[src/rtl/bicubic_pixel_normalize_if.sv]
// Stream bundle for the bicubic output normaliser: per-channel inner products in,
// packed RGB pixels with framing markers out.
interface bicubic_pixel_normalize_if #(
    parameter int PRODUCT_WIDTH = 32
) ();
    logic                     in_valid;
    logic                     in_ready;
    logic [PRODUCT_WIDTH-1:0] prod_r;
    logic [PRODUCT_WIDTH-1:0] prod_g;
    logic [PRODUCT_WIDTH-1:0] prod_b;
    logic                     out_valid;
    logic                     out_ready;
    logic [23:0]              out_pixel;
    logic                     out_sof;
    logic                     out_eol;

    modport master (
        output in_valid, prod_r, prod_g, prod_b, out_ready,
        input  in_ready, out_valid, out_pixel, out_sof, out_eol
    );

    modport slave (
        input  in_valid, prod_r, prod_g, prod_b, out_ready,
        output in_ready, out_valid, out_pixel, out_sof, out_eol
    );
endinterface

[src/rtl/bicubic_pixel_normalize.sv]
// Rounds, shifts and clamps three signed inner products into a 24-bit RGB pixel,
// buffers it in a small FWFT FIFO and tags it with frame/line position markers.
module bicubic_pixel_normalize #(
    parameter int PRODUCT_WIDTH = 32,
    parameter int FRAC_BITS     = 16,
    parameter int LINE_WIDTH    = 3840,
    parameter int FRAME_LINES   = 2160,
    parameter int FIFO_DEPTH    = 4
) (
    input logic                      clk,
    input logic                      rst_n,
    bicubic_pixel_normalize_if.slave bus
);
    localparam int PW    = PRODUCT_WIDTH;
    localparam int PTR_W = $clog2(FIFO_DEPTH);
    localparam int CNT_W = PTR_W + 1;
    localparam int COL_W = (LINE_WIDTH > 1) ? $clog2(LINE_WIDTH) : 1;
    localparam int ROW_W = (FRAME_LINES > 1) ? $clog2(FRAME_LINES) : 1;

    localparam logic signed [PW:0]  ROUND_CONST  = (PW + 1)'(1) << (FRAC_BITS - 1);
    localparam logic [COL_W-1:0]    COL_LAST     = COL_W'(LINE_WIDTH - 1);
    localparam logic [ROW_W-1:0]    ROW_LAST     = ROW_W'(FRAME_LINES - 1);
    localparam logic [CNT_W:0]      CREDIT_LIMIT = (CNT_W + 1)'(FIFO_DEPTH);

    // One extra bit of headroom so adding the rounding constant to the most
    // positive product cannot wrap before the shift.
    function automatic logic signed [PW:0] roundShift(input logic [PW-1:0] prod);
        logic signed [PW:0] biased;
        biased = $signed({prod[PW-1], prod}) + ROUND_CONST;
        return biased >>> FRAC_BITS;
    endfunction

    function automatic logic [7:0] clampByte(input logic signed [PW:0] value);
        logic [7:0] result;
        if (value[PW]) begin
            result = 8'd0;
        end else if (|value[PW-1:8]) begin
            result = 8'hFF;
        end else begin
            result = value[7:0];
        end
        return result;
    endfunction

    logic                   inAccept;
    logic                   outAccept;
    logic                   fifoWrite;
    logic [CNT_W:0]         creditsUsed;

    logic                   stageAValid_q, stageAValid_d;
    logic signed [PW:0]     stageAR_q, stageAR_d;
    logic signed [PW:0]     stageAG_q, stageAG_d;
    logic signed [PW:0]     stageAB_q, stageAB_d;

    logic                   stageBValid_q, stageBValid_d;
    logic [23:0]            stageBPixel_q, stageBPixel_d;

    logic [23:0]            fifoMem_q [FIFO_DEPTH];
    logic [PTR_W-1:0]       wrPtr_q, wrPtr_d;
    logic [PTR_W-1:0]       rdPtr_q, rdPtr_d;
    logic [CNT_W-1:0]       count_q, count_d;

    logic [COL_W-1:0]       col_q, col_d;
    logic [ROW_W-1:0]       row_q, row_d;

    // Credits cover every pixel already in flight, so the FIFO can never overflow.
    assign creditsUsed   = {1'b0, count_q} + (CNT_W + 1)'(stageAValid_q) + (CNT_W + 1)'(stageBValid_q);
    assign bus.in_ready  = (creditsUsed < CREDIT_LIMIT);
    assign inAccept      = bus.in_valid && bus.in_ready;

    assign bus.out_valid = (count_q != '0);
    assign outAccept     = bus.out_valid && bus.out_ready;
    assign fifoWrite     = stageBValid_q;
    assign bus.out_pixel = bus.out_valid ? fifoMem_q[rdPtr_q] : 24'd0;
    assign bus.out_eol   = (col_q == COL_LAST);
    assign bus.out_sof   = (col_q == '0) && (row_q == '0);

    always_comb begin
        stageAValid_d = inAccept;
        stageAR_d     = stageAR_q;
        stageAG_d     = stageAG_q;
        stageAB_d     = stageAB_q;
        if (inAccept) begin
            stageAR_d = roundShift(bus.prod_r);
            stageAG_d = roundShift(bus.prod_g);
            stageAB_d = roundShift(bus.prod_b);
        end

        stageBValid_d = stageAValid_q;
        stageBPixel_d = stageBPixel_q;
        if (stageAValid_q) begin
            stageBPixel_d = {clampByte(stageAR_q), clampByte(stageAG_q), clampByte(stageAB_q)};
        end
    end

    always_comb begin
        wrPtr_d = wrPtr_q;
        rdPtr_d = rdPtr_q;
        count_d = count_q;
        if (fifoWrite) begin
            wrPtr_d = wrPtr_q + PTR_W'(1);
        end
        if (outAccept) begin
            rdPtr_d = rdPtr_q + PTR_W'(1);
        end
        case ({fifoWrite, outAccept})
            2'b10:   count_d = count_q + CNT_W'(1);
            2'b01:   count_d = count_q - CNT_W'(1);
            default: count_d = count_q;
        endcase
    end

    // Frame position tracks the pixel currently presented, so it moves only on a transfer.
    always_comb begin
        col_d = col_q;
        row_d = row_q;
        if (outAccept) begin
            if (col_q == COL_LAST) begin
                col_d = '0;
                row_d = (row_q == ROW_LAST) ? '0 : row_q + ROW_W'(1);
            end else begin
                col_d = col_q + COL_W'(1);
            end
        end
    end

    always_ff @(posedge clk or negedge rst_n) begin
        if (!rst_n) begin
            stageAValid_q <= 1'b0;
            stageAR_q     <= '0;
            stageAG_q     <= '0;
            stageAB_q     <= '0;
            stageBValid_q <= 1'b0;
            stageBPixel_q <= '0;
            wrPtr_q       <= '0;
            rdPtr_q       <= '0;
            count_q       <= '0;
            col_q         <= '0;
            row_q         <= '0;
        end else begin
            stageAValid_q <= stageAValid_d;
            stageAR_q     <= stageAR_d;
            stageAG_q     <= stageAG_d;
            stageAB_q     <= stageAB_d;
            stageBValid_q <= stageBValid_d;
            stageBPixel_q <= stageBPixel_d;
            wrPtr_q       <= wrPtr_d;
            rdPtr_q       <= rdPtr_d;
            count_q       <= count_d;
            col_q         <= col_d;
            row_q         <= row_d;
        end
    end

    always_ff @(posedge clk) begin
        if (fifoWrite) begin
            fifoMem_q[wrPtr_q] <= stageBPixel_q;
        end
    end
endmodule

[src/flat_wrapper.sv]
// flat-port wrapper written by rule: the top's interface ports become plain ports
module bicubic_pixel_normalize_flat 
#(
    parameter int PRODUCT_WIDTH = 32,
    parameter int FRAC_BITS     = 16,
    parameter int LINE_WIDTH    = 3840,
    parameter int FRAME_LINES   = 2160,
    parameter int FIFO_DEPTH    = 4
)
  (clk, rst_n, bus_in_valid, bus_prod_r, bus_prod_g, bus_prod_b, bus_out_ready, bus_in_ready, bus_out_valid, bus_out_pixel, bus_out_sof, bus_out_eol);
  bicubic_pixel_normalize_if #(.PRODUCT_WIDTH(PRODUCT_WIDTH)) bus_i ();
  input logic clk;
  input logic rst_n;
  input wire logic [$bits(bus_i.in_valid)-1:0] bus_in_valid;
  input wire logic [$bits(bus_i.prod_r)-1:0] bus_prod_r;
  input wire logic [$bits(bus_i.prod_g)-1:0] bus_prod_g;
  input wire logic [$bits(bus_i.prod_b)-1:0] bus_prod_b;
  input wire logic [$bits(bus_i.out_ready)-1:0] bus_out_ready;
  output wire logic [$bits(bus_i.in_ready)-1:0] bus_in_ready;
  output wire logic [$bits(bus_i.out_valid)-1:0] bus_out_valid;
  output wire logic [$bits(bus_i.out_pixel)-1:0] bus_out_pixel;
  output wire logic [$bits(bus_i.out_sof)-1:0] bus_out_sof;
  output wire logic [$bits(bus_i.out_eol)-1:0] bus_out_eol;
  assign bus_i.in_valid = bus_in_valid;
  assign bus_i.prod_r = bus_prod_r;
  assign bus_i.prod_g = bus_prod_g;
  assign bus_i.prod_b = bus_prod_b;
  assign bus_i.out_ready = bus_out_ready;
  assign bus_in_ready = bus_i.in_ready;
  assign bus_out_valid = bus_i.out_valid;
  assign bus_out_pixel = bus_i.out_pixel;
  assign bus_out_sof = bus_i.out_sof;
  assign bus_out_eol = bus_i.out_eol;
  bicubic_pixel_normalize #(.PRODUCT_WIDTH(PRODUCT_WIDTH), .FRAC_BITS(FRAC_BITS), .LINE_WIDTH(LINE_WIDTH), .FRAME_LINES(FRAME_LINES), .FIFO_DEPTH(FIFO_DEPTH)) u_core (.clk(clk), .rst_n(rst_n), .bus(bus_i));
endmodule
[config.mk]
export PLATFORM = sky130hd
export DESIGN_NAME = bicubic_pixel_normalize_flat
export DESIGN_NICKNAME = d
export VERILOG_FILES = /design/src/rtl/bicubic_pixel_normalize_if.sv /design/src/rtl/bicubic_pixel_normalize.sv /design/src/flat_wrapper.sv
export SDC_FILE = /design/constraint.sdc
export NUM_CORES = 1
export LEC_CHECK = 0
export ABC_AREA = 1
export ABC_CLOCK_PERIOD_IN_PS = 3700
export CAP_MARGIN = 20
export CORE_MARGIN = 4
export CORE_UTILIZATION = 29
export CTS_CLUSTER_SIZE = 20
export DETAILED_ROUTE_END_ITERATION = 10
export DONT_BUFFER_PORTS = 1
export PLACE_DENSITY = 0.45
export SLEW_MARGIN = 5
export SYNTH_ARGS = -nofsm -noshare
export SYNTH_HDL_FRONTEND = slang
export SYNTH_SLANG_ARGS = --single-unit
[constraint.sdc]
create_clock -name clk -period 3.7 [get_ports clk]
set_input_delay 0.74 -clock clk [delete_from_list [all_inputs] [get_ports clk]]
set_output_delay 0.74 -clock clk [all_outputs]
set_load 0.05 [all_outputs]
==> results of run 1 <==
==> layout make-up <==
type	instances	share of cell area, %
Clock inverter	6	0.620
Clock buffer	35	5.77
Multi-Input combinational cell	791	33.2
Timing Repair Buffer	37	2.86
Tap cell	442	4.98
Sequential cell	204	50.3
Inverter	64	2.17
==> worst max-delay path, cell delays in order, from the launching register on <==
cell     delay (ns)
dfrtp_1        0.36
buf_4          0.48
nor2_1         0.10
nor2_1         0.09
o21ai_0        0.09
a21oi_1        0.32
buf_4          0.27
==> where the power goes <==
part,internal (uW),switching [uW]
Sequential,3290,519
Combinational,1010,2500
Clock,1270,904
Total,5580,3930
==> flip-flops by register name, summed over array words and instances, names as in the netlist <==
| signal | flops |
|---|---|
| u_core.stageBPixel_q | 24 |
| u_core.stageAR_q | 17 |
| u_core.count_q | 3 |
| u_core.stageAG_q | 17 |
| u_core.fifoMem_q | 96 |
| u_core.row_q | 12 |
| u_core.fifoWrite | 1 |
| u_core.col_q | 12 |
| u_core.wrPtr_q | 2 |
| u_core.rdPtr_q | 2 |
| u_core.stageAValid_q | 1 |
| u_core.stageAB_q | 17 |
==> worst paths after layout <==
kind                                            endpoint  slack [ns]  depth (start not counted)                  from
worst max register to register         u_core.count_q[2]        1.14                         10     u_core.count_q[0]
worst min-delay path                   u_core.count_q[1]        0.16                          1                 rst_n
worst min register to register      u_core.stageAG_q[10]        0.48                          2  u_core.stageAG_q[10]
min in group clk                    u_core.stageAR_q[15]        0.40                          3        bus_prod_r[31]
worst max-delay path                   bus_out_pixel[12]        0.71                          6     u_core.rdPtr_q[0]
max in group asynchronous       u_core.stageBPixel_q[10]        3.10                          1                 rst_n
==> routing by layer <==
metal	GRT usage (%)	vias up	wire length [microns]
li1	-	3654	-
met1	18.9	3260	11800
met2	19.5	133	10000
met3	2.49	30	1290
met4	2.43	0	311
met5	0	-	0
==> kinds of logic (layout without fill, tap and decap cells) <==
group,Yosys count,after routing
AOI/OAI and AO/OA,147,147
adders and majority gates,14,14
buffers and inverters,99,142
and+or+nand+nor,598,598
xor gates and xnor gates,32,32
DFF,204,204
==> Yosys cell counts, drive strengths merged <==
cell / count / area (sq um)
nand4: 18 / 113
inv: 64 / 240
buf: 18 / 101
nand3b: 2 / 15.0
nor3: 8 / 45.0
fa: 1 / 20.0
clkbuf: 17 / 65.1
edfxtp: 96 / 2880
o21bai: 8 / 60.1
nor4: 3 / 18.8
xnor2: 11 / 96.3
nand3: 62 / 328
xor2: 21 / 184
ha: 13 / 163
or2: 2 / 12.5
nor2: 220 / 860
o21ai: 111 / 556
dfrtp: 108 / 2700
a21oi: 28 / 140
nand2: 283 / 1070
==> per-stage QoR <==
step	total power [uW]	utilization [%]	hold WS [ns]	std cells	setup WS (ns)
2_1_floorplan	6240	-	0.412	1094	0.792
4_1_cts	9660	33.8	0.199	1578	0.639
6_report	9500	33.9	0.157	1579	0.713
3_5_place_dp	7420	31.6	0.450	1536	1.08
5_1_grt	10200	33.9	0.195	1579	0.516
3_3_place_gp	7360	31.6	0.450	1536	1.10
==> timing repair <==
action | in CTS | in global routing
hold endpoints to repair | 108 | 0
hold buffers | 1 | 0
gates resized for setup | 0 | 0
setup endpoints to repair | 0 | 0
==> impl_metrics.json, run 1 <==
{
  "status": "finished clean",
  "startpoint_type": "register",
  "gp_congestion": 0.797,
  "ys_ff_latch": 204,
  "finalWirelength_mm": 23.4,
  "initial_core_util_pct": 29.6,
  "synth.distinct_cells": 33,
  "vdd.ir_drop.worst_mv": 0.409,
  "nFillCells": 3452,
  "multi_input_area_sq_um": 3690,
  "yosysWarnings": 0,
  "layout_common_cells": "279 x nand2_1, 216 x nor2_1, 108 x dfrtp_1, 103 x o21ai_0, 96 x edfxtp_1",
  "synth_area_sq_um": 9670,
  "min_period_ns": 2.99,
  "drt_pass1_iterations": 4,
  "antenna_found_initial": 0,
  "p_leak_uw": 0.00470,
  "maxSlewHeadroom_pct": 40.5,
  "htreeDepth": 1,
  "finalSetupViolations": 0,
  "drv_cap": 0,
  "clock-sinks": 204,
  "hold_viol_final": 0,
  "fin_nets": 1235,
  "max_freq_mhz": 335,
  "place_area_sq_um": 10300,
  "synth_top_family_by_area": "simple AND/OR/NAND/NOR gates",
  "ant_nets": 0,
  "layout.area.seq_sq_um": 5590,
  "grt_first_pass_wirelength_mm": 37.3,
  "synthAdderAreaFrac_pct": 1.89,
  "drt_iter0_markers": 359,
  "cts_buffer_depth": 3,
  "yosysSeqAreaShare_pct": 57.7,
  "numCtsBuffers": 23,
  "slew_viol_final": 0,
  "overflow": 0,
  "core_area_sq_um": 32700,
  "io_pins": 128,
  "clk-insertion-delay-late_ns": 0.52,
  "post-dp-hpwl_mm": 15.3,
  "netlist_instances": 1094,
  "syn2layout_area_growth_pct": 14.7,
  "synth_nets": 1208,
  "die_h_microns": 191,
  "muxShareOfSynthArea_pct": 0,
  "path_class": "reg -> out",
  "min_path_type": "in -> async",
  "synthSimpleGateAreaFrac_pct": 25.4,
  "grt_max_degree": 109,
  "cts.clk_slew.worst_paths_ns": 0.06,
  "cts_tree": "built",
  "rsz0062_at_grt": "false",
  "finalClockSkew_ns": 0.0137,
  "fp.dieArea_sq_um": 36300,
  "powerDensity_nw_per_um2": 856,
  "avgRoutedWirePerCell_microns": 14.8,
  "end_kind": "primary output",
  "track_usage_pct": 12.7,
  "fin_crit_sh_pct": 80.7,
  "drive_gt1_share_pct": 7.65,
  "tightest_slew_ns": 0.889,
  "synth-compound-area-share_pct": 7.81,
  "synth-xor-area-share_pct": 2.90,
  "layout_commonest_cell": "nand2_1",
  "antennaDiodeCount": 0,
  "crit_required_ns": 2.96,
  "vias_per_cell": 4.48,
  "route.detailed.drc": 0,
  "syn_avg_cell_area_sq_um": 8.84,
  "numPortBuffers": 0,
  "root_buffer": "clkbuf_16",
  "worstPathArrival_ns": 2.25,
  "post_cts_buffers": 0,
  "die_x_microns": 191,
  "postLayoutCellArea_sq_um": 11100,
  "crit_fanout": 48,
  "num_rows": 66,
  "tns_ns": 0,
  "vias": 7077,
  "grt_pass1_vias": 6768
}
Power figures use the tool's default switching activity.
==> run 2: changes to the inputs <==
ABC_CLOCK_PERIOD_IN_PS = 2400   (was 3700)
PLACE_DENSITY = 0.46   (was 0.45)
clock period = 2.4 ns   (was 3.7 ns; I/O delays follow)
==> run 2 against run 1 <==
Net effect:
- the run now ends with negative hold slack left
- via count is 0.35% lower
- flip-flop and latch count stayed put
- design area is 3.7% higher
- clock-buffer cell count is 4 lower
- clock skew is 0.0066 ns higher
- setup slack worse by 0.66 ns
- register-to-register slack worse by 0.59 ns
- clock power is 86% higher
- non-clock buffer count is 14 higher
- wire length is 2.7% lower
- largest cell class unchanged
==> impl_metrics.json, run 2 (synthesized netlist as in run 1, its figures left out) <==
{
  "status": "complete, but fails checks",
  "min_path_type": "in -> async",
  "drt_pass1_iterations": 4,
  "max_freq_mhz": 426,
  "avgRoutedWirePerCell_microns": 14.3,
  "p_int_uw": 9560,
  "finalClockSkew_ns": 0.0202,
  "drv_cap": 0,
  "fin_crit_sh_pct": 97.8,
  "layout.area.seq_sq_um": 5590,
  "crit_fanout": 30,
  "end_kind": "primary output",
  "htreeDepth": 1,
  "layout_commonest_cell": "nand2_1",
  "syn2layout_area_growth_pct": 18.9,
  "die_x_microns": 191,
  "hold_viol_final": 108,
  "cts_tree": "built",
  "numCtsBuffers": 24,
  "antenna_found_initial": 0,
  "fp.dieArea_sq_um": 36300,
  "nFillCells": 3406,
  "startpoint_type": "register",
  "worst-path-buf-inv": 3,
  "track_usage_pct": 12.4,
  "layout_common_cells": "279 x nand2_1, 215 x nor2_1, 106 x dfrtp_1, 103 x o21ai_0, 96 x edfxtp_1",
  "clock-sinks": 204,
  "ant_nets": 0,
  "p_switching_uw": 6110,
  "holdWs_ns": -0.335,
  "gp_congestion": 0.808,
  "root_buffer": "clkbuf_16",
  "drive_gt1_share_pct": 10.8,
  "fin_util_pct": 35.2,
  "rr_worst_depth": 10,
  "num_rows": 66,
  "finalSetupViolations": 0,
  "crit_chain": "inv_1 > buf_12 > o21ai_0 > a21oi_1 > buf_4",
  "violations": "negative hold slack",
  "initial_core_util_pct": 29.6,
  "tns_ns": 0,
  "p_seq_share_pct": 37.4,
  "cts_buffer_depth": 3,
  "dp_cells": 1548,
  "min_period_ns": 2.35,
  "fin_nets": 1250,
  "regMostFlops": "u_core.fifoMem_q",
  "die_h_microns": 191,
  "powerDensity_nw_per_um2": 1360,
  "core_area_sq_um": 32700,
  "vdd.ir_drop.worst_mv": 0.640,
  "critPathSlowestCell": "dfrtp_2",
  "r2r-start": "u_core.count_q[0]",
  "path_class": "reg -> out",
  "combinationalPowerShare_pct": 36.9,
  "clk-insertion-delay-late_ns": 0.52,
  "rsz0062_at_grt": "true",
  "overflow": 0,
  "tightest_slew_ns": 0.530,
  "finalWirelength_mm": 22.8,
  "vias": 7052,
  "regToRegSetupSlack_ns": 0.55,
  "max_stage_delay_ns": 0.46,
  "maxSlewHeadroom_pct": 64.6,
  "largest_reg_flops": 96,
  "clockPowerShare_pct": 25.8,
  "route.detailed.drc": 0,
  "vias_per_cell": 4.42,
  "post-dp-hpwl_mm": 15.6,
  "cts.clk_slew.worst_paths_ns": 0.06,
  "numPortBuffers": 0,
  "worstPathArrival_ns": 1.87,
  "p_sw_share_pct": 39.0,
  "crit_required_ns": 1.92,
  "grt_max_degree": 109,
  "grt_first_pass_wirelength_mm": 36.7,
  "p_leak_uw": 0.00485,
  "drt_iter0_markers": 374,
  "grt_pass1_vias": 6777,
  "reg2reg_to": "u_core.count_q[2]",
  "top_regs": "u_core.fifoMem_q (96), u_core.stageBPixel_q (24)",
  "multi_input_area_sq_um": 3750,
  "layoutNonFillerInstCount": 1596,
  "io_pins": 128,
  "cp_top_family": "buffers and inverters",
  "antennaDiodeCount": 0,
  "slew_viol_final": 0
}
## run 2: power by group through the flow
stage	clock, uW	sequential [uW]	combinational (uW)
final	4040	5860	5780
after floorplan	0	5600	4020
after global routing	4300	6020	6400
after global placement	0	5880	5570
after CTS	4160	5860	5720
after detailed placement	0	5910	5610
## run 2: timing repair
action,CTS,global route
pin swaps,1,2
endpoints found under the hold margin,108,108
setup endpoints to repair,22,26
resized for setup,8,28
cloned,0,0
buffers inserted,1,3
## run 2: worst max path at each step
stage	from	to	slack, ns	cells after the start
floorplan	u_core.count_q[0]	bus_out_pixel[10]	0.08	5
global placement	u_core.rdPtr_q[0]	bus_out_pixel[12]	0.39	6
detailed placement	u_core.rdPtr_q[0]	bus_out_pixel[16]	0.40	5
CTS	u_core.count_q[0]	bus_out_pixel[14]	-0.06	6
global route	u_core.rdPtr_q[0]	bus_out_pixel[7]	-0.05	6
finish	u_core.rdPtr_q[0]	bus_out_pixel[7]	0.05	5
## run 2: final cells by class
| cell class | instances | area share, % |
|---|---|---|
| inverters | 64 | 2.12 |
| repair buffers | 51 | 4.08 |
| flip-flops and latches | 204 | 48.6 |
| clock buffers | 31 | 5.45 |
| clock inverters | 13 | 2.34 |
| multi-input cells | 791 | 32.6 |
| well taps | 442 | 4.81 |
## run 2: worst reg2reg max path: stages, from the launching register on
cell and delay [ns]:
dfrtp_1 0.40, inv_2 0.08, nand3_4 0.11, nand2_2 0.09, inv_2 0.06, ha_1 0.13
inv_1 0.07, fa_1 0.39, a21oi_1 0.14, o21ai_0 0.11, xor2_1 0.15
## run 2: metrics by stage
stage	area (sq um)	setup WS, ns	power [uW]
after global routing	11500	-0.0508	16700
after CTS	11400	-0.0601	15700
after floorplan	9680	0.0763	9630
after global placement	10400	0.387	11500
after detailed placement	10400	0.397	11500
final	11500	0.0537	15700
## run 2: layer usage
metal | vias up | wire (microns) | global-route usage (%)
li1 | 3692 | - | -
met1 | 3227 | 11400 | 18.4
met2 | 111 | 10000 | 19.0
met3 | 22 | 1070 | 2.27
met4 | 0 | 318 | 2.57
met5 | - | 0 | 0
==> run 3: changes to the inputs <==
ABC_AREA = unset   (was 1)
==> run 3 against run 2 <==
Net effect:
- the run ends with negative hold slack, negative setup slack left
- worst hold slack improved by 0.019 ns
- clock-buffer cell count did not move
- critical path depth stayed put
- maximum frequency fell by 5.8%
- area after synthesis is 3.2% lower
- power decreased by 9.1%
- utilization grew 0.089 points
- via count down 18%
- design area down 2.8%
- sequential power is 2% lower
- critical endpoint is now bus_out_pixel[4]
==> impl_metrics.json, run 3 <==
{
  "die_x_microns": 188,
  "die_h_microns": 188,
  "grt.met3_usage_pct": 2.03,
  "synth-compound-area-share_pct": 6.79,
  "slew_viol_final": 0,
  "root_buffer": "clkbuf_16",
  "cts_buffer_depth": 3,
  "cp_top_family": "multiplexers",
  "startpoint_type": "register",
  "clock-sinks": 204,
  "tns_ns": -1.20,
  "max_stage_delay_ns": 0.48,
  "grt_pass1_vias": 5811,
  "synth_top_area_share_pct": 30.8,
  "finalSetupViolations": 24,
  "synth_commonest_cells": "108 x dfrtp_1, 96 x edfxtp_1, 61 x nor2_1",
  "route.detailed.drc": 0,
  "synth_ff_type": "dfrtp_1",
  "vias": 5772,
  "hold_viol_final": 108,
  "num_rows": 65,
  "synth.distinct_cells": 51,
  "layout_common_cells": "104 x dfrtp_1, 96 x edfxtp_1, 61 x nor2_1, 59 x a21oi_1, 53 x inv_1",
  "synth_top_family_by_area": "simple AND/OR/NAND/NOR gates",
  "synth_nets": 872,
  "gp_congestion": 0.746,
  "ys_ff_latch": 204,
  "initial_core_util_pct": 29.5,
  "max_freq_mhz": 402,
  "synth_area_sq_um": 9370,
  "cts_tree": "built",
  "maxSlewHeadroom_pct": 62.3,
  "fin_util_pct": 35.3,
  "worstPathArrival_ns": 2.01,
  "yosysWarnings": 0,
  "rsz0062_at_grt": "true",
  "largest_reg_flops": 96,
  "min_period_ns": 2.49,
  "status": "complete, but fails checks",
  "avgRoutedWirePerCell_microns": 16.1,
  "p_int_uw": 9170,
  "numPortBuffers": 0,
  "drt_iter0_markers": 286,
  "netlist_instances": 758,
  "p_leak_uw": 0.00411,
  "fin_ws_ns": -0.0903,
  "crit_chain": "buf_6 > clkbuf_16 > mux4_2 > nor2b_1 > buf_6",
  "vdd.ir_drop.worst_mv": 0.627,
  "end_kind": "primary output",
  "grtUsageMet1_pct": 16.5,
  "synthAdderAreaFrac_pct": 1.95,
  "antenna_found_initial": 0,
  "core_area_sq_um": 31700,
  "critPathSlowestCell": "mux4_2",
  "post-dp-hpwl_mm": 13.1,
  "grt_max_degree": 109,
  "cp_common_cell": "buf_6",
  "fin_crit_sh_pct": 104,
  "ant_nets": 0,
  "synth.largest_area_cell": "edfxtp_1",
  "grt_first_pass_wirelength_mm": 32.1,
  "synth_edf_count": 96,
  "numCtsBuffers": 23,
  "cts.clk_slew.worst_paths_ns": 0.06,
  "p_sw_share_pct": 35.6,
  "clockPowerShare_pct": 22.5,
  "layout_commonest_cell": "dfrtp_1",
  "yosysSeqAreaShare_pct": 59.6,
  "crit_fanout": 6,
  "drive_gt1_share_pct": 20.3,
  "fp.dieArea_sq_um": 35200,
  "syn2layout_area_growth_pct": 19.4,
  "tightest_slew_ns": 0.561,
  "drv_cap": 0,
  "synth_async_sr_flop_share_pct": 52.9,
  "finalWirelength_mm": 19.8,
  "overflow": 0,
  "combinationalPowerShare_pct": 37.1,
  "io_pins": 128,
  "crit_required_ns": 1.92,
  "path_class": "reg -> out",
  "p_seq_share_pct": 40.4,
  "synth.most_common_cell": "dfrtp_1",
  "met2_usage_pct": 17.2,
  "track_usage_pct": 11.1,
  "vias_per_cell": 4.69,
  "holdWs_ns": -0.317,
  "synth-xor-area-share_pct": 5.42,
  "synthTopCellsByArea": "edfxtp_1 31%, dfrtp_1 29%, mux4_2 5.8%",
  "worst-path-buf-inv": 3,
  "synthSimpleGateAreaFrac_pct": 13.9,
  "regMostFlops": "u_core.fifoMem_q",
  "min_path_type": "in -> async",
  "top_regs": "u_core.fifoMem_q (96), u_core.stageBPixel_q (24)",
  "syn_avg_cell_area_sq_um": 12.4,
  "powerDensity_nw_per_um2": 1270,
  "muxShareOfSynthArea_pct": 8.78,
  "fin_nets": 926,
  "p_switching_uw": 5080,
  "drt_pass1_iterations": 4,
  "clk-insertion-delay-late_ns": 0.50,
  "antennaDiodeCount": 0,
  "htreeDepth": 1,
  "finalClockSkew_ns": 0.00977,
  "violations": "negative hold slack, negative setup slack",
  "grt_busiest_layer": "met2"
}
## run 3: cell count changes in the layout (fill, tap and decap cells not counted), sizes merged, moves of 8 or more
| cell | before | now |
|---|---|---|
| inv | 63 | 55 |
| xnor2 | 11 | 50 |
| nand3 | 62 | 26 |
| o21ai | 111 | 21 |
| a21oi | 28 | 60 |
| mux4 | 0 | 24 |
| nor4 | 3 | 27 |
| nor2 | 220 | 61 |
| xor2 | 21 | 8 |
| nor2b | 0 | 26 |
| nor3 | 8 | 19 |
| mux2 | 0 | 25 |
| nand2 | 283 | 40 |
## run 3: cells by family after synthesis
kind of cell / count (synthesis)
AO/OA/AOI/OAI: 108
buffers and inverters: 83
adder cells (fa/ha/maj): 14
flip-flops: 204
multiplexers: 49
XOR/XNOR: 58
AND/OR/NAND/NOR: 242
## run 3: worst register-to-register path, delay by kind of cell (launching register included)
| kind | cells | cell delay (ns) |
|---|---|---|
| compound gates | 3 | 0.60 |
| fa+ha+maj | 1 | 0.29 |
| buf+inv | 2 | 0.54 |
| flops | 1 | 0.43 |
| simple gates | 1 | 0.06 |
## run 3: layer usage
metal  up-vias  share of wire, %  wire length, microns
met2        97                45                  8990
met4         0               1.1                   226
li1       2847                 -                     -
met5         -                 0                     0
met3        18               4.4                   864
met1      2810                49                  9760
## run 3: cell type report
cell class	count	area (sq um)
Clock buffer	31	606
Fill cell	3159	20500
Inverter	55	206
Sequential cell	204	5590
Clock inverter	11	81.3
Tap cell	402	503
Multi-Input combinational cell	471	3560
Timing Repair Buffer	57	637
## run 3: worst paths after layout
kind	startpoint	end	slack, ns	cells after the start
max in group asynchronous	rst_n	u_core.row_q[7]	2.47	0
worst max-delay path	u_core.rdPtr_q[0]	bus_out_pixel[4]	-0.09	5
worst max register to register	u_core.count_q[0]	u_core.stageAB_q[7]	0.40	7
worst min-delay path	rst_n	u_core.stageAB_q[11]	-0.32	0
min in group clk	bus_prod_b[31]	u_core.stageAB_q[16]	0.13	1
worst min register to register	u_core.stageBPixel_q[5]	u_core.fifoMem_q[1][5]	0.52	0
## run 3: repair_timing
item                       CTS  global route
resized for setup           35            25
hold endpoints to repair   108           108
buffers inserted             4             4
setup endpoints to repair   27            27
pin swaps                    1             2
cloned                       2             1
## run 3: power groups by stage
stage          combinational (uW)  clock, uW  sequential [uW]
3_5_place_dp                 4760          0             5840
2_1_floorplan                3640          0             5470
3_3_place_gp                 4740          0             5810
5_1_grt                      5790       3510             5910
4_1_cts                      5210       3350             5780
6_report                     5290       3210             5750
## run 3: stage by stage
stage | total power [uW] | instance area (sq um) | hold WS, ns | worst slack [ns] | cells
6_report | 14300 | 11200 | -0.317 | -0.0903 | 1231
3_3_place_gp | 10500 | 10200 | 0.188 | 0.230 | 1180
2_1_floorplan | 9100 | 9370 | 0.184 | 0.0262 | 758
3_5_place_dp | 10600 | 10200 | 0.188 | 0.260 | 1180
5_1_grt | 15200 | 11200 | -0.354 | -0.167 | 1231
4_1_cts | 14300 | 11100 | -0.352 | -0.147 | 1228
==> edit: new RTL, config.mk and constraints of run 2 <==
`FRAC_BITS` is set to 16 in 2 places; all go to 12.
--- a/src/rtl/bicubic_pixel_normalize.sv
+++ b/src/rtl/bicubic_pixel_normalize.sv
@@ -2,7 +2,7 @@
 // buffers it in a small FWFT FIFO and tags it with frame/line position markers.
 module bicubic_pixel_normalize #(
     parameter int PRODUCT_WIDTH = 32,
-    parameter int FRAC_BITS     = 16,
+    parameter int FRAC_BITS     = 12,
     parameter int LINE_WIDTH    = 3840,
     parameter int FRAME_LINES   = 2160,
     parameter int FIFO_DEPTH    = 4
--- a/src/flat_wrapper.sv
+++ b/src/flat_wrapper.sv
@@ -2,7 +2,7 @@
 module bicubic_pixel_normalize_flat 
 #(
     parameter int PRODUCT_WIDTH = 32,
-    parameter int FRAC_BITS     = 16,
+    parameter int FRAC_BITS     = 12,
     parameter int LINE_WIDTH    = 3840,
     parameter int FRAME_LINES   = 2160,
     parameter int FIFO_DEPTH    = 4
Formal check against the unedited RTL: not equivalent (a bounded check fails within 4 cycles, from zero or initial values and one cycle with rst_n low).
==> edit against run 2 <==
The flow still finishes with violations (hold timing). Sequential cell count increased by 12. Die area rose by 8.5%. Largest cell class unchanged. Wire length rose by 14%. Area after synthesis increased by 8.9%. Design area increased by 9.9%. Clock power hardly changed. Utilization is 0.27 points higher. Setup slack worse by 12 ps. Power increased by 7.2%. Non-clock buffer count rose by 4.
==> edit: results (changes against run 2) <==
The flow ran to the end, but the final reports show violations. The final reports fail on hold timing. The number of buffers outside the clock class in the layout came out at 55 (+7.8%).

The routed length on met2 is 11.5 mm (+15%). The top fanout value on the critical path was 6 (-80%). The maximum vdd ir drop is 0.000544 V (-15%).

The switching power of the nets is 6.60 mW (+8.1%). The last weighted congestion value of the routability-driven placer is 0.810 (+0.21%). The longest individual stage delay on the worst path came out at 390 ps (-70 ps). The area of combinational cells with multiple inputs is 0.00436 mm2 (+16%). The largest net degree at the start of global routing was 121 (+11%). The cell area power density is 1330 mW/mm2 (-2.4%).

The async set-or-reset flop fraction in the synthesized netlist came out at 55.6% (+2.6 points). The number of global-route vias before repair came out at 7662 (+13%). The worst slew margin relative to its limit is 55.9% (-8.7 points). The overall fraction of global-route tracks in use was 13.0% (+0.64 points). The sequential-to-total area share from yosys stat came to 55.9% (-1.9 points).

The number of signal-net inverters in the final layout is 87 (+36%). The half-perimeter wire length after placement is 17.7 mm (+14%). The final-layout clock buffer total came out at 35 (+13%).

The count of routing violations after the opening detailed-route iteration is 346 (-7.5%). The number of multi-input combinational cells in the layout is 905 (+14%). The power share of the clock group came out at 24.1% (-1.7 points). The total of flip-flops plus latches after synthesis is 216 (+5.9%). By area the synthesized netlist is led by sky130_fd_sc_hd__dfrtp_1 29%, sky130_fd_sc_hd__edfxtp_1 27%, sky130_fd_sc_hd__nand2_1 12%, sky130_fd_sc_hd__nor2_1 7.8%, sky130_fd_sc_hd__o21ai_0 5.6%. The netlist area before placement is 0.0105 mm2 (+8.9%). The routed metal-1 wirelength is 12.6 mm (+11%). The proportion of cell area spent on the clock network is 6.99% (-0.80 points).

The share of the final layout cell area in sequential cells is 46.6% (-2.0 points). The relative contribution of sequential cells to total power is 36.6% (-0.8 points). The number of optimization iterations in the first detailed-route pass came out at 5 (+1).

The total clock buffers created by CTS is 25 (+4.2%). The hold violation count in the final report came out at 120 (+11%). The hold slack is -353 ps (-17.4 ps).

The slack of the worst reg-to-reg path is 490 ps (-60 ps). The number of nets produced by synthesis was 1357 (+12%). The first-pass GRT wire length came out at 41.7 mm (+14%).

The met2 track demand over resource in global routing is 20.6% (+1.6 points). The commonest cells after synthesis are 349 x sky130_fd_sc_hd__nand2_1, 219 x sky130_fd_sc_hd__nor2_1, 120 x sky130_fd_sc_hd__dfrtp_1. The share of final layout cell area taken by non-clock buffers is 4.71% (+0.63 points).

The share of Yosys cell area claimed by the top area cell type was 28.5% (-1.3 points).
edit: cell count changes after synthesis, moves of 5 or more:
cell	run 2	this run
sky130_fd_sc_hd__nand3_1	60	90
sky130_fd_sc_hd__o21ai_1	8	0
sky130_fd_sc_hd__inv_2	6	1
sky130_fd_sc_hd__inv_1	58	85
sky130_fd_sc_hd__o21ai_0	103	118
sky130_fd_sc_hd__and2_1	0	6
sky130_fd_sc_hd__dfrtp_1	108	120
sky130_fd_sc_hd__nand2_1	280	349
edit: worst max-delay path by stage:
stage	from	end	slack, ps	cells past startpoint
3_3_place_gp	u_core.rdPtr_q[1]$_DFFE_PN0P_	bus_out_pixel[11]	390	6
6_report	u_core.rdPtr_q[1]$_DFFE_PN0P_	bus_out_pixel[15]	40	7
3_5_place_dp	u_core.rdPtr_q[1]$_DFFE_PN0P_	bus_out_pixel[17]	410	6
2_1_floorplan	u_core.col_q[8]$_DFFE_PN0P_	bus_out_eol	40	2
4_1_cts	u_core.rdPtr_q[1]$_DFFE_PN0P_	bus_out_pixel[13]	-10	7
5_1_grt	u_core.rdPtr_q[1]$_DFFE_PN0P_	bus_out_pixel[3]	-40	7
edit: kinds of logic (layout without fill, tap and decap cells):
kind of cell | Yosys count | after routing | synth area share [%]
buf+inv | 122 | 188 | 4.62
simple gates | 706 | 706 | 27.7
fa+ha+maj | 14 | 14 | 1.73
compound gates | 157 | 157 | 7.74
xor+xnor | 28 | 28 | 2.33
flops | 216 | 216 | 55.9
edit: repair_timing:
action,in CTS,in global routing
pin swaps,12,32
setup buffers,5,1
gates resized for setup,40,70
cloned,1,0
hold endpoints to repair,120,120
endpoints found under the setup margin,24,25
